<file path="src/rtl/pipe_generator.sv">
// Pipe scroller: three pipe slots that march left one pixel per tick
// and respawn at the right edge with an LFSR-chosen gap height.
module pipe_generator #(
  parameter int          TICK_DIV = 250000,
  parameter int          X_START  = 480,
  parameter int          SPACING  = 240,
  parameter int          HALF_W   = 40,
  parameter int          GAP      = 160,
  parameter int          Y_MIN    = 60,
  parameter int          Y_INIT   = 200,
  parameter logic [15:0] SEED     = 16'hACE1
) (
  input  logic        clk,
  input  logic        rst,
  input  logic        start,
  input  logic        game_over,
  output logic [11:0] pippos0_x1,
  output logic [11:0] pippos0_x2,
  output logic [11:0] pippos0_y1,
  output logic [11:0] pippos0_y2,
  output logic [11:0] pippos1_x1,
  output logic [11:0] pippos1_x2,
  output logic [11:0] pippos1_y1,
  output logic [11:0] pippos1_y2,
  output logic [11:0] pippos2_x1,
  output logic [11:0] pippos2_x2,
  output logic [11:0] pippos2_y1,
  output logic [11:0] pippos2_y2,
  output logic        running,
  output logic [2:0]  spawn
);

  typedef enum logic [1:0] {
    IDLE,
    RUN,
    FROZEN
  } state_t;

  localparam int          CW      = $clog2(TICK_DIV);
  localparam logic [CW-1:0] CNT_MAX = CW'(TICK_DIV - 1);
  localparam logic [11:0] X_WRAP  = 12'(3 * SPACING);

  state_t        state;
  state_t        state_nx;
  logic [CW-1:0] cnt;
  logic [15:0]   lfsr;
  logic          fb;
  logic          step;
  logic [11:0]   x1 [3];
  logic [11:0]   y1 [3];
  logic [7:0]    r  [3];

  always_ff @(posedge clk) begin
    if (rst) state <= IDLE;
    else     state <= state_nx;
  end

  // game_over beats start; FROZEN only exits through reset
  always_comb begin
    state_nx = state;
    unique case (state)
      IDLE: begin
        if (game_over)  state_nx = FROZEN;
        else if (start) state_nx = RUN;
      end
      RUN: begin
        if (game_over) state_nx = FROZEN;
      end
      FROZEN:  state_nx = FROZEN;
      default: state_nx = IDLE;
    endcase
  end

  assign step = (state == RUN) && (cnt == CNT_MAX) && !game_over;
  assign fb   = lfsr[15] ^ lfsr[13] ^ lfsr[12] ^ lfsr[10];
  assign r[0] = lfsr[7:0];
  assign r[1] = lfsr[11:4];
  assign r[2] = lfsr[15:8];

  always_ff @(posedge clk) begin
    if (rst) begin
      cnt     <= '0;
      lfsr    <= SEED;
      running <= 1'b0;
      spawn   <= '0;
      for (int k = 0; k < 3; k++) begin
        x1[k] <= 12'(X_START + k * SPACING);
        y1[k] <= 12'(Y_INIT);
      end
    end else begin
      lfsr    <= {lfsr[14:0], fb};
      running <= (state_nx == RUN);
      spawn   <= '0;
      if (state == RUN)
        cnt <= (cnt == CNT_MAX) ? '0 : cnt + CW'(1);
      for (int k = 0; k < 3; k++) begin
        if (step) begin
          if (x1[k] == 12'd0) begin
            x1[k]    <= X_WRAP;
            y1[k]    <= 12'(Y_MIN) + {4'b0, r[k]};
            spawn[k] <= 1'b1;
          end else begin
            x1[k] <= x1[k] - 12'd1;
          end
        end
      end
    end
  end

  assign pippos0_x1 = x1[0];
  assign pippos1_x1 = x1[1];
  assign pippos2_x1 = x1[2];
  assign pippos0_y1 = y1[0];
  assign pippos1_y1 = y1[1];
  assign pippos2_y1 = y1[2];
  assign pippos0_x2 = x1[0] + 12'(HALF_W);
  assign pippos1_x2 = x1[1] + 12'(HALF_W);
  assign pippos2_x2 = x1[2] + 12'(HALF_W);
  assign pippos0_y2 = y1[0] + 12'(GAP);
  assign pippos1_y2 = y1[1] + 12'(GAP);
  assign pippos2_y2 = y1[2] + 12'(GAP);

endmodule

</file>
<file path="config.mk">
export PLATFORM = sky130hd
export DESIGN_NAME = pipe_generator
export DESIGN_NICKNAME = d
export VERILOG_FILES = /design/src/rtl/pipe_generator.sv
export SDC_FILE = /design/constraint.sdc
export NUM_CORES = 1
export LEC_CHECK = 0
export ABC_AREA = 1
export BUFFER_PORTS_ARGS = -buffer_cell sky130_fd_sc_hd__buf_4
export CAP_MARGIN = 15
export CORE_ASPECT_RATIO = 0.5
export CORE_MARGIN = 2
export CORE_UTILIZATION = 50
export CTS_BUF_LIST = sky130_fd_sc_hd__clkbuf_4
export CTS_CLUSTER_SIZE = 16
export DETAILED_ROUTE_END_ITERATION = 10
export PLACE_DENSITY = 0.8
export RECOVER_POWER = 50
export SYNTH_ARGS = -nofsm -noshare
export SYNTH_HDL_FRONTEND = slang
export SYNTH_SLANG_ARGS = --single-unit
</file>
<file path="constraint.sdc">
create_clock -name clk -period 3.9 [get_ports clk]
set_input_delay 0.78 -clock clk [delete_from_list [all_inputs] [get_ports clk]]
set_output_delay 0.78 -clock clk [all_outputs]
set_load 0.03 [all_outputs]
</file>
[Word-level counts from Yosys, hierarchy flattened]
Memories as Yosys holds them, arrays and structs flattened.
Cells that the tools add are included.
Word-level totals
  register bits after elaboration: 40
  bits in writable memories: 63
  output and inout port bits: 148
  memories: 2
Memory list
  x1: depth 3, bits a word 12, rd ports 3, clocked after memory_dff 0, wr ports 3, RTL line 49  | logic [11:0] x1 [3];
  y1: depth 3, bits a word 9, rd ports 3, clocked after memory_dff 0, wr ports 3, RTL line 50  | logic [11:0] y1 [3];
Operators by class
  $add $sub $neg: 13
  eq/ne operators: 4
  multiplexer cells: 40
  bitwise operators: 12
  reductions and logical operators: 7
Operators by type and width (number)
  2-to-1 mux 12 bit: 6
  adder 12 x 6 -> 12 bit (second input constant): 3
  adder 12 x 8 -> 12 bit (second input constant): 3
  logical NOT 12 bit: 3
  subtractor 12 x 1 -> 12 bit (second input constant): 3
  adder 6 x 8 -> 9 bit (first input constant): 3
  2-to-1 mux 9 bit: 3
  2-to-1 mux 1 bit: 26
  adder 18 x 1 -> 18 bit (second input constant): 1
  == test 18 bit (second input constant): 1
  2-to-1 mux 18 bit: 1
  OR 1 bit: 9
  2-to-1 mux 2 bit: 3
  case mux 2 bit (3 select lines): 1
  == test 2 x 1 -> 1 bit (second input constant): 2
  bitwise XOR 1 bit: 3
  == test 2 bit (second input constant): 1
  logical AND 1 bit: 2
  logical NOT 2 bit: 1
  logical NOT 1 bit: 1

[Logic depth before layout (Yosys ltp)]
Gate-level depths: netlist of run 1.
  word-level depth: 8
  gate-level depth with buffers: 10
  depth with buffers taken out: 10

[Worst setup path before layout of run 1]
Ideal clock, no wire load.
  path type: register to output
  start point: mem x1[1][3]
  end point: out pippos1_x2[10]
  arrival: 1.969 ns
  data required time: 3.120 ns
  setup slack: 1.151 ns
  stages on the path, launching flop included: 7
  path through: edfxtp_1 -> inv_1 -> o21ai_0 -> nand2_1 -> nor2_1 -> nand3_1 -> xor2_1
RTL lines
  start: declaration: RTL line 49
  end: declaration: RTL line 22  | output logic [11:0] pippos1_x2,

==> impl_metrics.toml, run 1 <==
[logic_synthesis]
synth_compound_gate_area_share_pct = 5.95
synth_warnings = 0
synth_edf_count = 63
ys_ff_latch = 103
syn_area_mm2 = 0.00574
yosysTopAreaCellShare_pct = 32.9
synth-simple-area-share_pct = 21.0
synth_area_leaders = "edfxtp_1, dfxtp_1, xor2_1"
synth.distinct_cells = 36
synth-seq-area-share_pct = 46.9
avgSynthCellArea_um2 = 8.75
ys.flop_type = "edfxtp_1"
synthXorXnorAreaFrac_pct = 8.54
synthAdderAreaFrac_pct = 5.23
synth.area.mux_share_pct = 0
synth_area_leader_cell = "edfxtp_1"
postSynthCellCount = 656
ys_async_sr_fraction_pct = 0
synth_top_family_by_area = "simple AND/OR/NAND/NOR gates"

[global_route]
grt_usage_pct = 19.2
grt_pass1_wl_um = 19200
overflow = 0
antenna_found_initial = 0
grt_pass1_vias = 4222
grt_start_max_net_pins = 37

[pwr]
p_sw_mw = 0.770
power.internal_mw = 1.47
clockPowerShare_pct = 23.6
p_leak_nw = 2.72
power_frac_seq_pct = 55.7
p_per_area_mw_per_mm2 = 349
netSwitchingFraction_pct = 34.3
power.total_mw = 2.24
combPwrFrac_pct = 20.6
ir_drop_mv = 0.150

[routing]
first_pass_iters = 5
vias = 4549
post_drt_wl_per_cell_um = 12.8
drt.antenna.violating_nets = 0
drt_iter0_markers = 275
drc = 0
wl_um = 11800
viasPerCell = 4.91

[setup_path]
crit_path_start_kind = "flop"
arrival_ns = 2.12
critPathKind = "reg -> out"
crit_required_ns = 3.12
cp-end-kind = "primary output"
worstPathMaxFanout = 6

[clock_network]
clkTransAtPathRegs_ns = 0.17
cts_hold_buf = 0
cts_tree = "done"
cts_setup_buffers = 0
cts.sinks = 103
clock_path_buffers = 2
htree_num_levels = 3
clkLatencyLatePin_ns = 0.46
cts_buffers = 9
cts_resized = 0
cts_root_buf = "clkbuf_4"

[final_layout]
drive_gt1_share_pct = 10.6
antenna_cells = 0
postLayoutCellArea_mm2 = 0.00643
stdcell_count = 926
multi_input_area_mm2 = 0.00235
fin_util_pct = 58.0
fin_nets = 804
syn_to_final_growth_pct = 12.0
regArea_mm2 = 0.00269
fillers = 1051

[sta]
rsz0062_at_grt = "no"
finClkSkew_ns = 0.0185
timing.final.max_slew_violations = 0
fmax_ghz = 0.345
relSlewSlack_pct = 32.4
fin_setup_tns_ns = 0
finalSetupViolCount = 0
fin_crit_ns = 2.90
fin_crit_sh_pct = 74.3
finalHoldViolations = 0
worstMarginPinSlew_ns = 1.01

[die]
die_w_um = 156
core-area_mm2 = 0.0111
rows = 27
die_height_um = 79.8
die_area_mm2 = 0.0124
initial_core_util_pct = 51.8
ios = 152

[hold_path]
min_path_type = "reg -> reg"

[run]
maxCapViolations = 0

[placed_design]
dpl_cell_area_mm2 = 0.00670
port_buffers = 136
place.gp.congestion = 0.879
dp_hpwl_um = 9010
dp_cells = 910

[run_status]
status = "completed"
flip-flops by register name (all words and copies together) (netlist names):
name     flops
x1          36
y1          27
cnt         18
lfsr        16
spawn        3
state        2
running      1
final timing paths:
path | start | depth (start not counted) | to | slack (ns)
setup / recovery | x1[0][3] | 6 | pippos0_x2[11] | 1.00
setup reg to reg | state[1] | 10 | x1[0][7] | 1.23
hold / removal | lfsr[1] | 2 | lfsr[2] | 0.44
hold reg to reg | lfsr[1] | 2 | lfsr[2] | 0.44
Yosys cell counts (all sizes together), types with 2 or more instances:
| cell | instances |
|---|---|
| o21a | 3 |
| ha | 24 |
| clkinv | 2 |
| o21ai | 30 |
| nand3b | 3 |
| o211ai | 2 |
| edfxtp | 63 |
| a31oi | 4 |
| clkbuf | 3 |
| a21oi | 17 |
| inv | 101 |
| nand3 | 34 |
| nor3b | 2 |
| dfxtp | 40 |
| a211oi | 2 |
| nor2 | 109 |
| nor3 | 14 |
| buf | 40 |
| nand2 | 90 |
| nand4 | 9 |
| xor2 | 43 |
| xnor2 | 13 |
| or2 | 4 |
power by group through the flow:
| stage | combinational (mW) | clock, mW | sequential (mW) |
|---|---|---|---|
| detailed placement | 0.504 | 0 | 1.27 |
| CTS | 0.505 | 0.547 | 1.25 |
| finish | 0.462 | 0.529 | 1.25 |
| global placement | 0.495 | 0 | 1.27 |
| floorplan | 0.298 | 0 | 1.34 |
| global route | 0.496 | 0.589 | 1.26 |
routing by layer:
| layer | wire length, um | vias to the layer above | GRT usage, % |
|---|---|---|---|
| li1 | - | 2289 | - |
| met1 | 5180 | 2099 | 23.1 |
| met2 | 5770 | 145 | 35.0 |
| met3 | 700 | 16 | 4.34 |
| met4 | 152 | 0 | 5.41 |
| met5 | 0 | - | 0 |
metrics by stage:
step	setup WS (ns)	hold slack (ns)
5_1_grt	0.848	0.456
4_1_cts	0.989	0.444
3_5_place_dp	1.53	0.427
3_3_place_gp	1.62	0.421
2_1_floorplan	1.15	0.410
6_report	1.00	0.440
area by class of cell:
type / instances / area share (%)
Sequential cell: 103 / 41.9
Tap cell: 145 / 2.82
Inverter: 103 / 6.03
Timing Repair Buffer: 138 / 10.7
Multi-Input combinational cell: 421 / 36.6
Clock buffer: 9 / 1.05
Clock inverter: 7 / 0.953
placed cells by master, fill, tap and decap left out, types with 3 or more instances in the layout:
| master | instances |
|---|---|
| nor2_2 | 11 |
| or2_2 | 4 |
| nand2_1 | 90 |
| buf_4 | 45 |
| o21a_1 | 3 |
| edfxtp_1 | 63 |
| a31oi_1 | 4 |
| o21ai_0 | 30 |
| nand3b_1 | 3 |
| clkbuf_1 | 93 |
| inv_1 | 99 |
| ha_1 | 24 |
| conb_1 | 15 |
| dfxtp_1 | 40 |
| xor2_1 | 43 |
| clkbuf_4 | 9 |
| xnor2_1 | 13 |
| nor2_1 | 97 |
| a21oi_1 | 17 |
| nand3_1 | 33 |
| nand4_1 | 9 |
| nor3_1 | 13 |
worst max-delay path, cell delays in order (launching register included):
cell,delay (ns)
edfxtp_1,0.51
ha_1,0.26
o21ai_0,0.30
nor2_1,0.12
nand3_1,0.11
xor2_1,0.17
buf_4,0.18
kinds of logic (layout without fill, tap and decap cells):
family,count (synthesis),count (layout)
simple gates,266,266
fa+ha+maj,24,24
compound gates,60,60
buf+inv,146,257
other cells,1,15
flops,103,103
xor+xnor,56,56
Note: power is estimated with default switching activity, not from simulation.
==> run 2, diff against run 1 <==
--- a/config.mk
+++ b/config.mk
@@ -14,7 +14,7 @@
 export CTS_BUF_LIST = sky130_fd_sc_hd__clkbuf_4
 export CTS_CLUSTER_SIZE = 16
 export DETAILED_ROUTE_END_ITERATION = 10
-export PLACE_DENSITY = 0.8
+export PLACE_DENSITY = 0.83
 export RECOVER_POWER = 50
 export SYNTH_ARGS = -nofsm -noshare
 export SYNTH_HDL_FRONTEND = slang
==> constraint.sdc (replaced) <==
create_clock -name clk -period 2.5 [get_ports clk]
set_input_delay 0.5 -clock clk [delete_from_list [all_inputs] [get_ports clk]]
set_output_delay 0.5 -clock clk [all_outputs]
set_load 0.03 [all_outputs]
==> run 2 against run 1 <==
Net effect:
- combinational power up 69%
- power up 58%
- clock skew down 0.0048 ns
- register-to-register slack worse by 1.0 ns
- global-route usage up 0.48 points
- first-iteration DRC count down 11%
- sequential share of layout area down 1.9 points
- setup slack worse by 0.94 ns
- non-clock buffer count up 14
- clock power up 57%
- final area up 4.8%
- worst hold slack worse by 0.086 ns
- critical path type unchanged
- critical endpoint is now pippos1_x2[9]
- largest cell class unchanged
==> impl_metrics.toml, run 2 (synthesis results as in run 1) <==
[hold_path]
min_path_type = "in -> reg"
holdPathEnd = "state[1]"
hold_path_startpoint = "game_over"
hold_depth = 3

[pwr]
power.internal_mw = 2.34
clockPowerShare_pct = 23.3
p_per_area_mw_per_mm2 = 527
power_frac_seq_pct = 54.7
netSwitchingFraction_pct = 34.0
ir_drop_mv = 0.290
p_sw_mw = 1.21
p_leak_nw = 2.91
combPwrFrac_pct = 21.9

[die]
die_w_um = 156
die_height_um = 79.8
die_area_mm2 = 0.0124
core-area_mm2 = 0.0111
initial_core_util_pct = 51.8
ios = 152
rows = 27

[setup_path]
path_cells = "ha_2 > o21ai_2 > nor3_2 > buf_4 > xor2_1 > buf_4"
crit_path_start_kind = "flop"
crit_slowest_cell = "edfxtp_1"
cp-end-kind = "primary output"
crit_family = "flip-flops"
crit_required_ns = 2.00
worstPathMaxFanout = 4
arrival_ns = 1.93
crit_path_max_incr_delay_ns = 0.46
ff2ff_path_depth = 8
critPathBufInv = 2
rrSetupSlack_ns = 0.22
critPathKind = "reg -> out"
worstReg2RegStart = "x1[0][0]"
timing.rr.end = "y1[0][4]"
crit_top_cell = "buf_4"

[global_route]
gr-usage-met3_pct = 4.29
grt_start_max_net_pins = 37
grt_pass1_wl_um = 19600
grt_pass1_vias = 4240
overflow = 0
grt_usage_pct = 19.7
grtUsageMet2_pct = 34.1
grtUsageMet1_pct = 24.9
busiest_layer = "met2"
antenna_found_initial = 0

[sta]
fin_crit_ns = 2.43
worstMarginPinSlew_ns = 1.04
setup_slack_ns = 0.0663
timing.final.max_slew_violations = 0
relSlewSlack_pct = 30.4
fin_crit_sh_pct = 97.3
finalHoldViolations = 0
rsz0062_at_grt = "yes"
holdWs_ns = 0.353
finClkSkew_ns = 0.0137
fmax_ghz = 0.411
finalSetupViolCount = 0

[routing]
drt_iter0_markers = 245
wl_um = 12300
first_pass_iters = 5
drc = 0
vias = 4644
post_drt_wl_per_cell_um = 13.1
viasPerCell = 4.94
drt.antenna.violating_nets = 0

[final_layout]
largest_register_ffs = 36
drive_gt1_share_pct = 18.1
postLayoutCellArea_mm2 = 0.00674
layout_common_cells = "inv_1, nor2_1, nand2_1"
syn_to_final_growth_pct = 17.3
reg.largest.list = "x1: 36 flops, y1: 27 flops, cnt: 18 flops"
antenna_cells = 0
final_common_cell = "inv_1"
fin_nets = 818
regMostFlops = "x1"
fillers = 975
fin_util_pct = 60.8

[clock_network]
cts_tree = "done"
cts_root_buf = "clkbuf_4"
cts_hold_buf = 0
cts_buffers = 9
cts.sinks = 103
htree_num_levels = 3
clock_path_buffers = 2
clkLatencyLatePin_ns = 0.46
clkTransAtPathRegs_ns = 0.16

[placed_design]
dp_hpwl_um = 9110
place.gp.congestion = 0.917
dpl_cell_area_mm2 = 0.00674
place_ws_ns = 0.248
port_buffers = 136

[run_status]
status = "completed"

[run]
maxCapViolations = 0
## run 2: metrics by stage
| step | power (mW) | std cells | TNS, ns |
|---|---|---|---|
| after floorplan | 2.55 | 670 | 0 |
| after global placement | 2.77 | 914 | 0 |
| after detailed placement | 2.78 | 914 | 0 |
| after CTS | 3.60 | 933 | 0 |
| after global routing | 3.70 | 940 | -0.0734 |
| final | 3.55 | 940 | 0 |
## run 2: repair_timing
action                     CTS  global route
pin swaps                    0             2
setup buffers                3             7
resized for setup            6             9
setup endpoints to repair    8             6
## run 2: worst max path at each step
stage          startpoint              to  slack [ns]  depth (start not counted)
4_1_cts          x1[2][3]  pippos2_x2[11]        0.02                          6
5_1_grt          x1[1][4]  pippos1_x2[11]       -0.03                          6
2_1_floorplan    x1[1][3]  pippos1_x2[10]        0.03                          6
3_3_place_gp     x1[0][0]        y1[0][9]        0.32                          8
3_5_place_dp     x1[0][0]        y1[0][4]        0.25                          8
6_report         x1[1][4]   pippos1_x2[9]        0.07                          6
## run 2: power groups by stage
stage	Sequential, mW	Clock (mW)	Combinational [mW]
2_1_floorplan	2.08	0	0.465
3_3_place_gp	1.98	0	0.784
3_5_place_dp	1.98	0	0.798
4_1_cts	1.95	0.844	0.809
5_1_grt	1.96	0.911	0.833
6_report	1.94	0.829	0.779
## run 2: worst register-to-register path, delay by kind of cell (launching register included)
family	cells	cell delay (ns)
flops	1	0.41
fa+ha+maj	1	0.20
simple gates	4	0.35
compound gates	1	0.84
buf+inv	2	0.20
## run 2: cell type report
class                           count  area [um2]  area share, %
Multi-Input combinational cell    421        2430           36.0
Timing Repair Buffer              152         917           13.6
Clock buffer                       10        75.1           1.11
Clock inverter                      6        51.3          0.762
Inverter                          103         392           5.81
Tap cell                          145         181           2.69
Sequential cell                   103        2690           40.0
## run 2: layer usage
| metal | wire length [um] | up-vias | share of wire, % |
|---|---|---|---|
| met5 | 0 | - | 0 |
| met4 | 240 | 0 | 2.0 |
| met3 | 810 | 23 | 6.6 |
| met2 | 5840 | 178 | 48 |
| met1 | 5380 | 2121 | 44 |
| li1 | - | 2322 | - |
